File: config.mk
export PLATFORM = sky130hd
export DESIGN_NAME = pipelined_mac
export DESIGN_NICKNAME = d
export VERILOG_FILES = /design/src/rtl/pipelined_mac.sv
export SDC_FILE = /design/constraint.sdc
export NUM_CORES = 1
export LEC_CHECK = 0
export CORE_MARGIN = 1.5
export CORE_UTILIZATION = 55
export CTS_CLUSTER_SIZE = 12
export DETAILED_ROUTE_END_ITERATION = 10
export GPL_TIMING_DRIVEN = 0
export HOLD_SLACK_MARGIN = 0.06
export PLACE_DENSITY = 0.77
export REMOVE_ABC_BUFFERS = 1
export SYNTH_ARGS = -nofsm -noshare
export SYNTH_HDL_FRONTEND = slang
export SYNTH_SLANG_ARGS = --single-unit
File: constraint.sdc
create_clock -name clk -period 9.8 [get_ports clk]
set_input_delay 1.47 -clock clk [delete_from_list [all_inputs] [get_ports clk]]
set_output_delay 1.47 -clock clk [all_outputs]
set_load 0.02 [all_outputs]
File: src/rtl/pipelined_mac.sv
// Two-stage pipelined multiply-accumulate producing one dot product every N_TERMS accepted terms.
// Optional macro PIPELINED_MAC_SATURATE_EN clamps the result into y instead of wrapping.
module pipelined_mac #(
    parameter int WIDTH_X = 10,
    parameter int WIDTH_A = 4,
    parameter int N_TERMS = 8,
    parameter int WIDTH_Y = 18
) (
    input  logic                      clk,
    input  logic                      reset,
    input  logic                      en,
    input  logic                      clear,
    input  logic                      in_valid,
    input  logic signed [WIDTH_X-1:0] x,
    input  logic signed [WIDTH_A-1:0] a,
    output logic signed [WIDTH_Y-1:0] y,
    output logic                      out_valid,
    output logic                      sat,
    output logic                      busy
);

    localparam int PW = WIDTH_X + WIDTH_A;
    localparam int CW = $clog2(N_TERMS);
    localparam int AW = PW + $clog2(N_TERMS);

`ifdef PIPELINED_MAC_SATURATE_EN
    localparam int EW = (AW > WIDTH_Y) ? AW : WIDTH_Y;
    localparam logic signed [EW-1:0] SAT_MAX = {{(EW-WIDTH_Y+1){1'b0}}, {(WIDTH_Y-1){1'b1}}};
    localparam logic signed [EW-1:0] SAT_MIN = {{(EW-WIDTH_Y+1){1'b1}}, {(WIDTH_Y-1){1'b0}}};
    logic signed [EW-1:0] sum_ext_s;
`endif

    logic                      accept_s;
    logic signed [PW-1:0]      prod_s;
    logic signed [AW-1:0]      sum_s;
    logic signed [WIDTH_Y-1:0] res_s;
    logic                      clamp_s;

    logic [CW-1:0]             cnt_q, cnt_d;
    logic signed [PW-1:0]      p_q, p_d;
    logic                      p_valid_q, p_valid_d;
    logic                      p_first_q, p_first_d;
    logic                      p_last_q, p_last_d;
    logic signed [AW-1:0]      acc_q, acc_d;
    logic signed [WIDTH_Y-1:0] y_q, y_d;
    logic                      out_valid_q, out_valid_d;
    logic                      sat_q, sat_d;
    logic                      busy_q, busy_d;

    // Datapath: product, running sum and the (optionally clamped) result value.
    always_comb begin
        accept_s = en & in_valid & ~clear;
        prod_s   = PW'(x) * PW'(a);
        // The first product of a vector restarts the sum so vectors never bleed into each other.
        sum_s    = (p_first_q ? {AW{1'b0}} : acc_q) + AW'(p_q);
`ifdef PIPELINED_MAC_SATURATE_EN
        sum_ext_s = EW'(sum_s);
        if (sum_ext_s > SAT_MAX) begin
            res_s   = WIDTH_Y'(SAT_MAX);
            clamp_s = 1'b1;
        end else if (sum_ext_s < SAT_MIN) begin
            res_s   = WIDTH_Y'(SAT_MIN);
            clamp_s = 1'b1;
        end else begin
            res_s   = WIDTH_Y'(sum_ext_s);
            clamp_s = 1'b0;
        end
`else
        res_s   = WIDTH_Y'(sum_s);
        clamp_s = 1'b0;
`endif
    end

    // Next-state logic: clear beats enable, and a low enable freezes everything.
    always_comb begin
        cnt_d       = cnt_q;
        p_d         = p_q;
        p_valid_d   = p_valid_q;
        p_first_d   = p_first_q;
        p_last_d    = p_last_q;
        acc_d       = acc_q;
        y_d         = y_q;
        out_valid_d = 1'b0;
        sat_d       = sat_q;
        busy_d      = busy_q;
        if (clear) begin
            cnt_d     = {CW{1'b0}};
            p_d       = {PW{1'b0}};
            p_valid_d = 1'b0;
            p_first_d = 1'b0;
            p_last_d  = 1'b0;
            acc_d     = {AW{1'b0}};
            busy_d    = 1'b0;
        end else if (en) begin
            p_valid_d = accept_s;
            p_first_d = accept_s & (cnt_q == {CW{1'b0}});
            p_last_d  = accept_s & (cnt_q == CW'(N_TERMS - 1));
            if (accept_s) begin
                p_d = prod_s;
                if (cnt_q == CW'(N_TERMS - 1)) begin
                    cnt_d = {CW{1'b0}};
                end else begin
                    cnt_d = cnt_q + CW'(1);
                end
            end else begin
                p_d   = p_q;
                cnt_d = cnt_q;
            end
            if (p_valid_q) begin
                acc_d = sum_s;
                if (p_last_q) begin
                    y_d         = res_s;
                    sat_d       = clamp_s;
                    out_valid_d = 1'b1;
                end else begin
                    out_valid_d = 1'b0;
                end
            end else begin
                acc_d = acc_q;
            end
            // Busy covers the partial vector plus the cycle its final product is still in flight.
            busy_d = (cnt_d != {CW{1'b0}}) | p_valid_d;
        end else begin
            out_valid_d = 1'b0;
        end
    end

    // State registers with synchronous active-high reset.
    always_ff @(posedge clk) begin
        if (reset) begin
            cnt_q       <= {CW{1'b0}};
            p_q         <= {PW{1'b0}};
            p_valid_q   <= 1'b0;
            p_first_q   <= 1'b0;
            p_last_q    <= 1'b0;
            acc_q       <= {AW{1'b0}};
            y_q         <= {WIDTH_Y{1'b0}};
            out_valid_q <= 1'b0;
            sat_q       <= 1'b0;
            busy_q      <= 1'b0;
        end else begin
            cnt_q       <= cnt_d;
            p_q         <= p_d;
            p_valid_q   <= p_valid_d;
            p_first_q   <= p_first_d;
            p_last_q    <= p_last_d;
            acc_q       <= acc_d;
            y_q         <= y_d;
            out_valid_q <= out_valid_d;
            sat_q       <= sat_d;
            busy_q      <= busy_d;
        end
    end

    assign y         = y_q;
    assign out_valid = out_valid_q;
    assign sat       = sat_q;
    assign busy      = busy_q;

endmodule
==> key figures <==
Outcome
  – Outcome: complete, no violations

Global routing
  – Initial antenna violation count: 0
  – Vias in the first global route: 3478
  – Total GRT Usage: 21.4%
  – Largest net degree at the start of global routing: 36
  – GRT overflow: 0
  – First-pass GRT wire length: 15.1 mm

Timing
  – WHS: 0.456 ns
  – Clk_skew: 0.00902 ns
  – Max-slew headroom: 27.0%
  – Final Hold Fails: 0
  – RSZ-0062 raised after global routing: false
  – Setup TNS: 0 ns
  – Final setup fails: 0
  – Max Slew Vio Count: 0
  – Peak Freq: 0.188 GHz
  – Final period utilization: 54.3%
  – Least-Margin Pin Slew: 1.09 ns
  – Post-layout minimum cycle time: 5.32 ns

Power and ir drop
  – Worst vdd ir: 0.0000669 V
  – Sw Pwr: 0.164 mW
  – Net Sw Frac: 29.6%
  – Comb pwr share: 28.5%
  – Tot Pwr: 0.555 mW
  – Power per cell area: 112 nW/um2
  – Lkg Pwr: 2.04 nW
  – Seq pwr share: 41.9%
  – Clock network power share: 29.6%
  – Internal Pwr Total: 0.390 mW

Synthesis
  – Synth area leaders: dfxtp_1 25%, ha_1 12%, fa_1 10%
  – Flops & latches, synth: 56
  – Commonest cells post-synth: 73 x nand2_1, 61 x a21oi_1, 56 x dfxtp_1, 46 x nor2_1, 43 x ha_1
  – Avg Cell Area, Syn: 8.18 um2
  – Synth top area share: 25.3%
  – Asr flop ratio synth: 0%
  – Synth Cell Area: 4430 um2
  – Area leader, netlist: dfxtp_1
  – Main synth FF type: dfxtp_1
  – Netlist cell types: 61
  – Syn. warnings: 0
  – Post-synth EDFFs: 0
  – Mapped Cells: 541
  – Most common cell in the synthesized netlist: nand2_1
  – Sequential area share after synthesis: 25.3%

Place
  – PortBufs: 38
  – DP Area: 4820 um2
  – Post-DP HPWL: 6.72 mm
  – Dpl cells: 658
  – Placer Congestion: 0.924

Worst setup path
  – Origin of the critical flop-to-flop path: p_first_q
  – Crit end category: flip-flop
  – RR Endpoint: y[16]
  – Crit path DAT: 5.53 ns
  – Flop-to-flop setup slack: 6.98 ns
  – FF-to-FF path depth: 10
  – WP data required: 10.01 ns
  – CP Max Fanout: 10
  – WS Path Type: in -> reg
  – Startpoint Class: input pin

Clocking
  – Setup repair bufs after CTS: 0
  – Skew-Pair Late Insertion Delay: 0.31 ns
  – Cts repair resizes: 0
  – Clock tree root driver cell: clkbuf_8
  – Hold_buf cts: 0
  – TritonCTS Buffers: 5
  – Register clock-pin slew on the reported worst setup and hold paths: 0.10 ns
  – CTS Sinks: 56
  – Clk buf depth: 2
  – CTS tree: yes
  – Depth of the CTS H-tree: 2

Worst hold path
  – Min-delay src: y[5]
  – Hold/Removal Path Class: reg -> reg
  – Hold depth: 2
  – Worst Hold End: y[5]

Layout
  – Finished Cell Area: 4950 um2
  – Layout cell share with drive strength beyond 1: 4.08%
  – Nets: 647
  – Diode count: 0
  – Fin cells: 666
  – P&R area growth vs syn: 11.8%

Routing
  – 1st-pass router iterations: 5
  – Total number of vias: 3680
  – ANT nets after route: 0
  – Vias per std cell: 5.53
  – DRC Markers: 0
  – Drt total wl: 8.86 mm
  – Iteration-0 DRC Markers: 135
  – WL per Instance: 13.3 um

Floorplanning
  – Die area: 8590 um2
  – Initial core utilization: 57.0%
  – Die height: 92.7 um
  – Row Count: 32
  – Chip width: 92.7 um
  – Core ar.: 7770 um2
  – Ports: 40

Flow run
  – Max_cap viols: 0
-- layer usage --
layer  global-route usage, %  part of all wire, %  up-vias
li1                        -                    -     1888
met1                    26.9                   46     1678
met2                    38.8                   48       91
met3                    1.97                  3.6       23
met4                    6.06                  1.9        0
met5                       0                    0        -
-- cell families (layout without fill, tap and decap cells) --
| family | Yosys count | count (layout) | share of synthesized area (%) |
|---|---|---|---|
| and+or+nand+nor | 206 | 206 | 22.7 |
| AOI/OAI and AO/OA | 132 | 132 | 19.3 |
| adders and majority gates | 65 | 65 | 22.1 |
| DFF | 56 | 56 | 25.3 |
| buffers and inverters | 55 | 78 | 5.20 |
| xor gates and xnor gates | 23 | 23 | 4.55 |
| muxes | 3 | 3 | 0.735 |
| other | 1 | 1 | 0.0847 |
-- power by group through the flow --
stage               sequential (mW)  clock, mW  combinational, mW
global route                  0.233      0.173              0.180
global placement              0.238          0              0.155
floorplan                     0.237          0              0.121
finish                        0.232      0.164              0.158
CTS                           0.232      0.167              0.160
detailed placement            0.238          0              0.158
-- worst max-delay path, stage by stage --
cell and delay, ns:
clkdlybuf4s50_1 0.62, nand2_1 0.12, fa_1 0.51, fa_1 0.51, fa_1 0.51, inv_1 0.04, ha_1 0.22, fa_1 0.43
a211oi_1 0.35, nor2_1 0.12, a2bb2oi_1 0.16, a211oi_1 0.25, o41a_1 0.18, nand2_1 0.05
-- worst max path at each step --
stage | from | to | cells after the start
2_1_floorplan | x[0] | p_q[13] | 13
3_3_place_gp | a[2] | p_q[13] | 14
3_5_place_dp | a[1] | p_q[13] | 14
4_1_cts | a[1] | p_q[13] | 14
5_1_grt | a[1] | p_q[13] | 14
6_report | a[2] | p_q[13] | 14
-- flip-flops by register name, indices dropped and copies added, names as in the netlist --
signal and cells:
acc_q 17, y 17, p_q 14, cnt_q 3, busy 1, out_valid 1
p_first_q 1, p_last_q 1, p_valid_q 1
-- metrics by stage --
stage / setup WS [ns] / utilization, %
3_3_place_gp: 4.21 / 62.1
6_report: 4.48 / 63.7
4_1_cts: 4.47 / 63.7
5_1_grt: 4.33 / 63.7
3_5_place_dp: 4.14 / 62.1
2_1_floorplan: 4.94 / -
-- cell type report --
cell class	count	area, um2
Sequential cell	56	1120
Multi-Input combinational cell	430	3070
Timing Repair Buffer	38	380
Fill cell	673	2820
Inverter	32	120
Clock inverter	1	30.0
Tap cell	102	128
Clock buffer	7	96.3
-- cell usage in the layout, fill, tap and decap left out, drive strengths merged, types with 9 or more instances in the layout --
master         synthesis  layout
a211oi                10      10
ha                    43      43
nand2b                 9       9
nand2                 75      75
dfxtp                 56      56
fa                    22      22
nor2                  46      46
xnor2                 16      16
clkdlybuf4s50          0      38
and2                  26      26
nor2b                 19      19
nand3                  9       9
inv                   32      32
a21oi                 62      62
o21ai                 19      19
No activity file was read; power rests on OpenSTA's default activity.
